### config.mk
export PLATFORM = sky130hd
export DESIGN_NAME = dbg_port_arbiter_flat
export DESIGN_NICKNAME = d
export VERILOG_FILES = /design/src/rtl/dbg_arb_pkg.sv /design/src/rtl/dbg_port_arbiter_if.sv /design/src/rtl/rr_pick2.sv /design/src/rtl/dbg_port_arbiter.sv /design/src/flat_wrapper.sv
export SDC_FILE = /design/constraint.sdc
export NUM_CORES = 1
export LEC_CHECK = 0
export CORE_MARGIN = 3
export CORE_UTILIZATION = 45
export DETAILED_ROUTE_END_ITERATION = 16
export PLACE_DENSITY_LB_ADDON = 0.05
export REMOVE_ABC_BUFFERS = 1
export SLEW_MARGIN = 5
export SYNTH_ARGS = -nofsm -noshare
export SYNTH_HDL_FRONTEND = slang
export SYNTH_HIERARCHICAL = 1
export SYNTH_SLANG_ARGS = --single-unit
### constraint.sdc
create_clock -name clk -period 3.8 [get_ports clk]
set_clock_uncertainty 0.05 [all_clocks]
set_input_delay 0.76 -clock clk [delete_from_list [all_inputs] [get_ports clk]]
set_output_delay 0.76 -clock clk [all_outputs]
set_load 0.1 [all_outputs]
### src/rtl/dbg_arb_pkg.sv
// rtl/dbg_arb_pkg.sv - shared types and constants for the debug port arbiter
package dbg_arb_pkg;

  typedef enum logic [1:0] {
    IDLE = 2'd0,
    HOLD = 2'd1,
    RESP = 2'd2
  } arb_state_t;

  localparam int REQ_VGA    = 0;
  localparam int REQ_AUX    = 1;
  localparam int DEF_ADDR_W = 7;
  localparam int DEF_DATA_W = 32;

endpackage

### src/rtl/dbg_port_arbiter_if.sv
// rtl/dbg_port_arbiter_if.sv - requester, response and core debug port bundle
interface dbg_port_arbiter_if
  import dbg_arb_pkg::*;
#(
  parameter int ADDR_W = DEF_ADDR_W,
  parameter int DATA_W = DEF_DATA_W
);

  logic              req0;
  logic              req1;
  logic [ADDR_W-1:0] addr0;
  logic [ADDR_W-1:0] addr1;
  logic              gnt0;
  logic              gnt1;
  logic              rsp_valid0;
  logic              rsp_valid1;
  logic [DATA_W-1:0] rsp_data;
  logic [ADDR_W-1:0] dbg_addr;
  logic [DATA_W-1:0] dbg_data;
  logic              busy;

  modport slave (
    input  req0, req1, addr0, addr1, dbg_data,
    output gnt0, gnt1, rsp_valid0, rsp_valid1, rsp_data, dbg_addr, busy
  );

  modport master (
    output req0, req1, addr0, addr1, dbg_data,
    input  gnt0, gnt1, rsp_valid0, rsp_valid1, rsp_data, dbg_addr, busy
  );

endinterface

### src/rtl/rr_pick2.sv
// rtl/rr_pick2.sv - two-way round-robin selector producing a one-hot winner
module rr_pick2 (
  input  logic [1:0] req,
  input  logic       ptr,
  output logic [1:0] win
);

  always_comb begin
    win = 2'b00;
    if (req[ptr]) begin
      win[ptr] = 1'b1;
    end else if (req[~ptr]) begin
      win[~ptr] = 1'b1;
    end
  end

endmodule

### src/rtl/dbg_port_arbiter.sv
// rtl/dbg_port_arbiter.sv - round-robin sharing of the core debug read port
// Optional grant counters cnt0/cnt1 with cnt_clr are built when DBG_ARB_PERF_EN is defined.
module dbg_port_arbiter
  import dbg_arb_pkg::*;
#(
  parameter int ADDR_W   = DEF_ADDR_W,
  parameter int DATA_W   = DEF_DATA_W,
  parameter int READ_LAT = 1
) (
  input  logic        clk,
  input  logic        rst,
`ifdef DBG_ARB_PERF_EN
  input  logic        cnt_clr,
  output logic [15:0] cnt0,
  output logic [15:0] cnt1,
`endif
  dbg_port_arbiter_if.slave bus
);

  localparam logic [2:0] HOLD_INIT = 3'(READ_LAT - 1);

  arb_state_t        state;
  logic [2:0]        hold_cnt;
  logic              ptr;
  logic              owner;
  logic              gnt0_q;
  logic              gnt1_q;
  logic              rsp_valid0_q;
  logic              rsp_valid1_q;
  logic              busy_q;
  logic [ADDR_W-1:0] dbg_addr_q;
  logic [DATA_W-1:0] rsp_data_q;
  logic [1:0]        req_vec;
  logic [1:0]        win;

  assign req_vec = {bus.req1, bus.req0};

  rr_pick2 u_pick (
    .req (req_vec),
    .ptr (ptr),
    .win (win)
  );

  // Outputs are registered, so each one becomes visible a cycle after the
  // state transition that sets it: rsp_valid shows in the cycle after RESP.
  always_ff @(posedge clk or posedge rst) begin
    if (rst) begin
      state        <= IDLE;
      hold_cnt     <= 3'd0;
      ptr          <= 1'b0;
      owner        <= 1'b0;
      gnt0_q       <= 1'b0;
      gnt1_q       <= 1'b0;
      rsp_valid0_q <= 1'b0;
      rsp_valid1_q <= 1'b0;
      busy_q       <= 1'b0;
      dbg_addr_q   <= '0;
      rsp_data_q   <= '0;
    end else begin
      gnt0_q       <= 1'b0;
      gnt1_q       <= 1'b0;
      rsp_valid0_q <= 1'b0;
      rsp_valid1_q <= 1'b0;
      case (state)
        IDLE: begin
          if (|req_vec) begin
            dbg_addr_q <= win[REQ_AUX] ? bus.addr1 : bus.addr0;
            gnt0_q     <= win[REQ_VGA];
            gnt1_q     <= win[REQ_AUX];
            owner      <= win[REQ_AUX];
            ptr        <= ~win[REQ_AUX];
            busy_q     <= 1'b1;
            hold_cnt   <= HOLD_INIT;
            state      <= HOLD;
          end
        end
        HOLD: begin
          if (hold_cnt == 3'd0) begin
            rsp_data_q <= bus.dbg_data;
            state      <= RESP;
          end else begin
            hold_cnt <= hold_cnt - 3'd1;
          end
        end
        RESP: begin
          rsp_valid0_q <= ~owner;
          rsp_valid1_q <= owner;
          busy_q       <= 1'b0;
          state        <= IDLE;
        end
        default: state <= IDLE;
      endcase
    end
  end

  assign bus.gnt0       = gnt0_q;
  assign bus.gnt1       = gnt1_q;
  assign bus.rsp_valid0 = rsp_valid0_q;
  assign bus.rsp_valid1 = rsp_valid1_q;
  assign bus.busy       = busy_q;
  assign bus.dbg_addr   = dbg_addr_q;
  assign bus.rsp_data   = rsp_data_q;

`ifdef DBG_ARB_PERF_EN
  logic grant_ev;

  assign grant_ev = (state == IDLE) && (|req_vec);

  // Clear takes priority over a coincident grant; counts saturate.
  always_ff @(posedge clk or posedge rst) begin
    if (rst) begin
      cnt0 <= 16'd0;
      cnt1 <= 16'd0;
    end else if (cnt_clr) begin
      cnt0 <= 16'd0;
      cnt1 <= 16'd0;
    end else if (grant_ev) begin
      if (win[REQ_VGA] && (cnt0 != 16'hFFFF)) begin
        cnt0 <= cnt0 + 16'd1;
      end
      if (win[REQ_AUX] && (cnt1 != 16'hFFFF)) begin
        cnt1 <= cnt1 + 16'd1;
      end
    end
  end
`endif

endmodule

### src/flat_wrapper.sv
// flat-port wrapper written by rule: the top's interface ports become plain ports
module dbg_port_arbiter_flat import dbg_arb_pkg::*;
#(
  parameter int ADDR_W   = DEF_ADDR_W,
  parameter int DATA_W   = DEF_DATA_W,
  parameter int READ_LAT = 1
)
  (clk, rst, bus_req0, bus_req1, bus_addr0, bus_addr1, bus_dbg_data, bus_gnt0, bus_gnt1, bus_rsp_valid0, bus_rsp_valid1, bus_rsp_data, bus_dbg_addr, bus_busy);
  dbg_port_arbiter_if #(.ADDR_W(ADDR_W), .DATA_W(DATA_W)) bus_i ();
  input  logic clk;
  input  logic rst;
  input wire logic [$bits(bus_i.req0)-1:0] bus_req0;
  input wire logic [$bits(bus_i.req1)-1:0] bus_req1;
  input wire logic [$bits(bus_i.addr0)-1:0] bus_addr0;
  input wire logic [$bits(bus_i.addr1)-1:0] bus_addr1;
  input wire logic [$bits(bus_i.dbg_data)-1:0] bus_dbg_data;
  output wire logic [$bits(bus_i.gnt0)-1:0] bus_gnt0;
  output wire logic [$bits(bus_i.gnt1)-1:0] bus_gnt1;
  output wire logic [$bits(bus_i.rsp_valid0)-1:0] bus_rsp_valid0;
  output wire logic [$bits(bus_i.rsp_valid1)-1:0] bus_rsp_valid1;
  output wire logic [$bits(bus_i.rsp_data)-1:0] bus_rsp_data;
  output wire logic [$bits(bus_i.dbg_addr)-1:0] bus_dbg_addr;
  output wire logic [$bits(bus_i.busy)-1:0] bus_busy;
  assign bus_i.req0 = bus_req0;
  assign bus_i.req1 = bus_req1;
  assign bus_i.addr0 = bus_addr0;
  assign bus_i.addr1 = bus_addr1;
  assign bus_i.dbg_data = bus_dbg_data;
  assign bus_gnt0 = bus_i.gnt0;
  assign bus_gnt1 = bus_i.gnt1;
  assign bus_rsp_valid0 = bus_i.rsp_valid0;
  assign bus_rsp_valid1 = bus_i.rsp_valid1;
  assign bus_rsp_data = bus_i.rsp_data;
  assign bus_dbg_addr = bus_i.dbg_addr;
  assign bus_busy = bus_i.busy;
  dbg_port_arbiter #(.ADDR_W(ADDR_W), .DATA_W(DATA_W), .READ_LAT(READ_LAT)) u_core (.clk(clk), .rst(rst), .bus(bus_i));
endmodule
==> results_dict.tcl, run 1 <==
set metrics [dict create \
    status "finished, final reports clean" \
    min_path_cells 1 \
    dpl.hpwl_microns 3380 \
    drcViolationCount 0 \
    syn_area_sq_um 2130 \
    grt_pass1_vias 1505 \
    cts_hold_buf 0 \
    path_buf_inv 1 \
    ys_types 26 \
    rsz0062_at_grt "no" \
    diodes 0 \
    cap_violations 0 \
    cts_max_path_buffers 2 \
    insertion_delay_ns 0.29 \
    critical-path-top-delay-family "buffers and inverters" \
    routabilityCongestion 0.718 \
    nets 281 \
    grt_first_pass_wirelength_microns 6910 \
    cts_max_level 2 \
    fin_crit_ns 2.62 \
    finalWirelength_microns 4360 \
    rows 24 \
    grt_use_total_pct 16.4 \
    grt_overflow 0 \
    die_area_sq_um 5590 \
    io_buffer_count 93 \
    hold_viol_final 0 \
    slew_headroom_pct 32.7 \
    crit_path_cell_trace "clkdlybuf4s50_1" \
    utilization_pct 71.6 \
    dpl.cell_count 274 \
    drive_gt1_share_pct 18.3 \
    reg2reg_depth 4 \
    wire_per_inst_microns 15.5 \
    finalSetupViolCount 0 \
    numCtsBuffers 5 \
    period_share_pct 68.9 \
    fmaxAchievable_ghz 0.382 \
    hold_path.class "flip-flop to flip-flop" \
    path_clk_slew_ns 0.08 \
    crit_path_top_delay_cell "clkdlybuf4s50_1" \
    required_ns 2.99 \
    worst_pin_slew_ns 1.01 \
    cts-root-buf "clkbuf_8" \
    syn_inst 134 \
    cts_resized 0 \
    drtIter0Drc 50 \
    rrSetupSlack_ns 1.92 \
    synth_seq_cells 51 \
    cp.arrival_ns 1.81 \
    crit_path_max_fanout 2 \
    area_growth_pct 49.6 \
    drtAntennaViolNets 0 \
    synth_seq_area_share_pct 60.0 \
    setup_tns_ns 0 \
    clkSinkCount 51 \
    grt_max_degree 52 \
    vias_per_cell 4.96 \
    postCtsSetupBuffers 0 \
    final_cells 282 \
    fill_cells 301 \
    yosysWarnings 6 \
    drv_slew 0 \
    fp.dieH_microns 74.8 \
    start_util_pct 47.9 \
    cts_tree "yes" \
    grt_antenna_before_repair 0 \
    critPathLaunchType "flip-flop" \
    boundaryPins 94 \
    setup.worst_path.class "flip-flop to primary output" \
    die-width_microns 74.8 \
    cp_num_cells 1 \
    worstSetupEndpointType "primary output" \
    via_count 1399 \
    slowest_delay_ns 1.14 \
    coreArea_sq_um 4440 \
    drtPass1Iterations 2 \
    syn_area_per_cell_sq_um 15.9 \
]
==> cell usage after synthesis <==
cell / count / area share (%)
buf_2: 1 / 0.24
nand2b_1: 2 / 0.59
buf_12: 1 / 0.94
a21boi_1: 2 / 0.71
o21ai_0: 1 / 0.24
a21o_1: 1 / 0.35
or2_4: 1 / 0.41
mux2i_1: 1 / 0.47
o22ai_1: 2 / 0.59
nand2b_4: 2 / 1.3
and2_1: 2 / 0.59
nand3b_1: 1 / 0.35
nor2_8: 1 / 0.94
o211ai_1: 1 / 0.35
o31ai_1: 2 / 0.71
buf_6: 3 / 1.6
mux2_2: 20 / 11
dfrtp_1: 51 / 60
nor2_1: 2 / 0.35
mux2_1: 20 / 11
mux2_4: 7 / 4.9
nor2_4: 1 / 0.53
nor2b_1: 1 / 0.29
ha_1: 2 / 1.2
inv_1: 5 / 0.88
nor2_2: 1 / 0.29
==> flip-flops by register name, summed over array words and instances (netlist names) <==
name and cells:
u_core/ptr 1, u_core/bus.rsp_valid0 1, u_core/owner 1, u_core/bus.dbg_addr 7, u_core/bus.gnt1 1, u_core/bus.gnt0 1, u_core/bus.rsp_data 32, u_core/bus.busy 1
u_core/bus.rsp_valid1 1, u_core/state 2, u_core/hold_cnt 3
==> cells in the final DEF (no fill, tap or decap), drive strengths merged <==
| cell | netlist | routed |
|---|---|---|
| clkdlybuf4s50 | 0 | 93 |
| dfrtp | 51 | 51 |
| mux2 | 47 | 47 |
| clkbuf | 0 | 6 |
| inv | 5 | 5 |
| nor2 | 5 | 5 |
| nand2b | 4 | 4 |
| o31ai | 2 | 2 |
| o22ai | 2 | 2 |
| and2 | 2 | 2 |
| ha | 2 | 2 |
| a21boi | 2 | 2 |
| bufinv | 0 | 1 |
| clkinv | 0 | 1 |
| or2 | 1 | 1 |
| a21o | 1 | 1 |
| o21ai | 1 | 1 |
| nand3b | 1 | 1 |
| o211ai | 1 | 1 |
| nor2b | 1 | 1 |
| mux2i | 1 | 1 |
==> per-stage QoR <==
step | setup WS (ns) | cell area, sq um | hold WS [ns]
after detailed placement | 0.947 | 3060 | 0.417
after floorplan | 1.72 | 2070 | 0.375
after global routing | 1.12 | 3180 | 0.456
final | 1.18 | 3180 | 0.420
after global placement | 1.03 | 3060 | 0.401
after CTS | 1.16 | 3180 | 0.432
==> path summary, 6_finish.rpt <==
| check | from | to |
|---|---|---|
| setup / recovery | u_core/bus.busy | bus_busy |
| hold / removal | u_core/owner | u_core/bus.rsp_valid0 |
| setup reg to reg | u_core/ptr | u_core/bus.dbg_addr[0] |
| hold reg to reg | u_core/owner | u_core/bus.rsp_valid0 |
| max in group asynchronous | rst | u_core/bus.rsp_data[13] |
| min in group asynchronous | rst | u_core/bus.rsp_data[19] |
==> kinds of logic after synthesis <==
group | after synthesis | share of synthesized area (%)
flops | 51 | 60.0
mux | 48 | 26.6
simple gates | 14 | 5.65
buf+inv | 10 | 3.65
compound gates | 9 | 2.94
fa+ha+maj | 2 | 1.18
==> routing by layer <==
metal	global-route usage [%]	wire, microns
met5	0	0
met4	6.32	66
met3	4.27	316
met2	28.0	2170
met1	20.0	1810
==> area by class of cell <==
cell class	count	area, sq um	share of cell area (%)
flip-flops and latches	51	1280	40.1
repair buffers	93	931	29.3
multi-input cells	73	773	24.3
clock buffers	6	82.6	2.60
well taps	52	65.1	2.04
clock inverters	2	35.0	1.10
inverters	5	18.8	0.590
Power of run 1 is not shown: default switching activity piles up to over one toggle a cycle in this logic, so the estimate is an artifact.
==> run 2: changes to the inputs <==
- CORE_UTILIZATION: 45 -> 42
- clock period: 3.8 -> 2.6 ns (I/O delays scaled with it)
==> results_dict.tcl, run 2 (synthesis gave the netlist of run 1 again) <==
set metrics [dict create \
    rows 25 \
    drv_slew 0 \
    setup_tns_ns 0 \
    grt_max_degree 34 \
    drtPass1Iterations 4 \
    cts_max_level 2 \
    finalWirelength_microns 4330 \
    cts_tree "yes" \
    hold_path.class "flip-flop to flip-flop" \
    setup.worst_path.class "input pin to flip-flop" \
    start_util_pct 44.2 \
    cp.arrival_ns 2.00 \
    wire_per_inst_microns 14.5 \
    crit_path_top_delay_cell "clkdlybuf4s50_1" \
    status "finished, final reports clean" \
    vias_per_cell 4.58 \
    slew_headroom_pct 64.4 \
    final_cell_mix "dfrtp_1, clkdlybuf4s50_1, buf_4, mux2_1, mux2_2" \
    numCtsBuffers 5 \
    dpl_worst_slack_ns 0.410 \
    worst_pin_slew_ns 0.533 \
    grt_overflow 0 \
    diodes 0 \
    via_count 1368 \
    postCtsSetupBuffers 0 \
    fill_cells 380 \
    layout_commonest_cell "dfrtp_1" \
    min_path_cells 1 \
    fmaxAchievable_ghz 0.534 \
    drtAntennaViolNets 0 \
    reg2reg_depth 5 \
    cts-root-buf "clkbuf_8" \
    largest_reg_flops 32 \
    slowest_delay_ns 0.51 \
    fp.dieH_microns 77.2 \
    required_ns 2.73 \
    die-width_microns 77.2 \
    worstSetupEndpointType "flip-flop" \
    crit_path_cell_trace "clkdlybuf4s50_1 -> a21boi_1 -> buf_4 -> mux2_2 -> mux2_2" \
    cts_resized 0 \
    crit_path_max_fanout 10 \
    cap_violations 0 \
    area_growth_pct 44.9 \
    fin_crit_ns 1.87 \
    setup_ws_ns 0.728 \
    path_clk_slew_ns 0.08 \
    routabilityCongestion 0.734 \
    critPathLaunchType "input pin" \
    hold_viol_final 0 \
    rsz0062_at_grt "no" \
    dpl.hpwl_microns 3360 \
    grt_antenna_before_repair 0 \
    insertion_delay_ns 0.29 \
    finalSetupViolCount 0 \
    cts_hold_buf 0 \
    grt_pass1_vias 1479 \
    period_share_pct 72.0 \
    io_buffer_count 93 \
    coreArea_sq_um 4820 \
    drcViolationCount 0 \
    clkSinkCount 51 \
    nets 284 \
    path_common_cell "mux2_2" \
    die_area_sq_um 5950 \
    grt_first_pass_wirelength_microns 7300 \
    boundaryPins 94 \
    grt_use_total_pct 15.4 \
    utilization_pct 64.0 \
    drtIter0Drc 54 \
    drive_gt1_share_pct 37.9 \
    cts_max_path_buffers 2 \
]
run 2: per-layer routing:
| layer | track usage [%] | routed length (microns) |
|---|---|---|
| met1 | 19.9 | 1880 |
| met2 | 24.6 | 2070 |
| met3 | 5.28 | 321 |
| met4 | 4.45 | 64 |
| met5 | 0 | 0 |
run 2: path summary, 6_finish.rpt:
kind,from,end,slack (ns)
worst max register to register,u_core/hold_cnt[0],u_core/bus.rsp_data[21],0.80
min in group asynchronous,rst,u_core/bus.rsp_data[7],0.54
worst max-delay path,bus_req1,u_core/bus.dbg_addr[5],0.73
max in group asynchronous,rst,u_core/bus.rsp_data[26],1.36
worst min-delay path,u_core/owner,u_core/bus.rsp_valid0,0.41
worst min register to register,u_core/owner,u_core/bus.rsp_valid0,0.41
run 2: area by class of cell:
class | instances | area [sq um] | area share (%)
timing repair buffer | 96 | 843 | 27.4
clock inverter | 1 | 5.00 | 0.162
tap | 67 | 83.8 | 2.72
clock buffer | 6 | 82.6 | 2.68
inverter | 5 | 18.8 | 0.609
sequential | 51 | 1280 | 41.4
multi-input combinational | 73 | 773 | 25.1
run 2: critical path, delay by kind of cell:
| family | cells | cell delay (ns) |
|---|---|---|
| buffers and inverters | 2 | 0.70 |
| multiplexers | 2 | 0.61 |
| AO/OA/AOI/OAI | 1 | 0.17 |
run 2: stage by stage:
stage | instance area, sq um | hold WS [ns] | cells
4_1_cts | 3080 | 0.416 | 299
3_3_place_gp | 3000 | 0.407 | 292
5_1_grt | 3080 | 0.426 | 299
3_5_place_dp | 3000 | 0.405 | 292
2_1_floorplan | 2070 | 0.375 | 129
6_report | 3080 | 0.413 | 299
Power of run 2 is left out for the same reason.
==> run 3: changes to the inputs <==
- clock period: 2.6 -> 1.85 ns (I/O delays scaled with it)
==> results_dict.tcl, run 3 (synthesis gave the netlist of run 1 again) <==
set metrics [dict create \
    die_area_sq_um 5950 \
    layout_commonest_cell "dfrtp_1" \
    fmaxAchievable_ghz 0.591 \
    critical-path-top-delay-family "buffers and inverters" \
    vias_per_cell 4.82 \
    crit_path_top_delay_cell "clkdlybuf4s50_1" \
    die-width_microns 77.2 \
    grt_util_met1_pct 20.9 \
    worst_pin_slew_ns 0.371 \
    insertion_delay_ns 0.30 \
    busiest_layer "met2" \
    diodes 0 \
    cts_max_path_buffers 2 \
    cts-root-buf "clkbuf_8" \
    crit_path_cell_trace "clkdlybuf4s50_1 -> a21boi_1 -> buf_4 -> mux2_2 -> mux2_4" \
    rsz0062_at_grt "no" \
    via_count 1470 \
    r2r_start "u_core/hold_cnt[0]" \
    post_dp_cell_area_sq_um 3610 \
    multi_input_area_sq_um 773 \
    slowest_delay_ns 0.47 \
    grt_first_pass_wirelength_microns 8140 \
    finalWirelength_microns 4870 \
    routabilityCongestion 0.738 \
    postCtsSetupBuffers 0 \
    numCtsBuffers 5 \
    path_clk_slew_ns 0.08 \
    grt_antenna_before_repair 0 \
    use_met2_pct 29.9 \
    setup.worst_path.class "input pin to flip-flop" \
    drtIter0Drc 54 \
    gr-usage-met3_pct 5.28 \
    path_buf_inv 2 \
    grt_overflow 0 \
    clkSinkCount 51 \
    start_util_pct 44.2 \
    cts_hold_buf 0 \
    area_growth_pct 74.4 \
    stdcell_area_sq_um 3710 \
    grt_max_degree 52 \
    cts_resized 0 \
    status "finished, final reports clean" \
    grt_use_total_pct 17.4 \
    boundaryPins 94 \
    dpl.cell_count 297 \
    cts_max_level 2 \
    nets 289 \
    crit_path_max_fanout 9 \
    grt_pass1_vias 1589 \
    drive_gt1_share_pct 39.1 \
    fin_crit_ns 1.69 \
    largest_reg_flops 32 \
    hold_viol_final 0 \
    drtPass1Iterations 2 \
    drtAntennaViolNets 0 \
    hold_path.class "input pin to async pin" \
    finalSetupViolCount 0 \
    critPathLaunch "bus_req1" \
    drcViolationCount 0 \
    required_ns 1.98 \
    period_share_pct 91.4 \
    critPathLaunchType "input pin" \
    coreArea_sq_um 4820 \
    fp.dieH_microns 77.2 \
    seqCellArea_sq_um 1280 \
    wire_per_inst_microns 16.0 \
    final_cells 305 \
    fill_cells 304 \
    rows 25 \
    cts_tree "yes" \
    cp.arrival_ns 1.82 \
    dpl.hpwl_microns 3860 \
    worstSetupEndpointType "flip-flop" \
    final_cell_mix "dfrtp_1, clkdlybuf4s50_1, buf_12, mux2_1, mux2_2" \
    drv_slew 0 \
    cap_violations 0 \
    io_buffer_count 93 \
    slew_headroom_pct 75.2 \
]
==> run 3: cell count changes in the layout (fill, tap and decap cells not counted) <==
cell	previous run	this run
buf_12	0	46
clkbuf_1	0	1
buf_4	47	6
clkinv_2	1	0
clkbuf_8	6	7
==> run 3: per-stage QoR <==
stage / hold slack (ns) / util, % / setup TNS (ns) / worst slack (ns)
final: 0.383 / 77.0 / 0 / 0.159
after global routing: 0.407 / 77.0 / 0 / 0.0956
after CTS: 0.400 / 77.0 / 0 / 0.147
after detailed placement: 0.409 / 74.9 / -1.19 / -0.173
after global placement: 0.404 / 74.9 / -0.570 / -0.0827
after floorplan: 0.375 / - / 0 / 0.163
==> run 3: per-layer routing <==
metal / up-vias / wire, microns
met1: 731 / 1950
met3: 8 / 311
met5: - / 0
met2: 61 / 2530
met4: 0 / 79
li1: 670 / -
==> run 3: path summary, 6_finish.rpt <==
| check | end | slack, ns | depth (start not counted) |
|---|---|---|---|
| max | u_core/bus.dbg_addr[4] | 0.16 | 5 |
| min in group clk | u_core/bus.rsp_valid0 | 0.42 | 1 |
| max reg2reg | u_core/bus.rsp_data[25] | 0.19 | 6 |
| max in group asynchronous | u_core/bus.rsp_data[26] | 1.13 | 3 |
| min | u_core/bus.rsp_data[5] | 0.38 | 3 |
| min reg2reg | u_core/bus.rsp_valid0 | 0.42 | 1 |
==> run 3: layout make-up <==
class	count	share of cell area [%]
inverter	5	0.506
multi-input combinational	73	20.9
clock buffer	8	2.70
sequential	51	34.4
timing repair buffer	101	39.3
tap	67	2.26
==> run 3: worst register-to-register path: stages, from the launching register on <==
cell and delay (ns):
dfrtp_1 0.40, inv_1 0.09, ha_1 0.24, nand2b_4 0.10, nor2_8 0.10, buf_12 0.19, mux2_2 0.37
Power of run 3 is left out for the same reason.
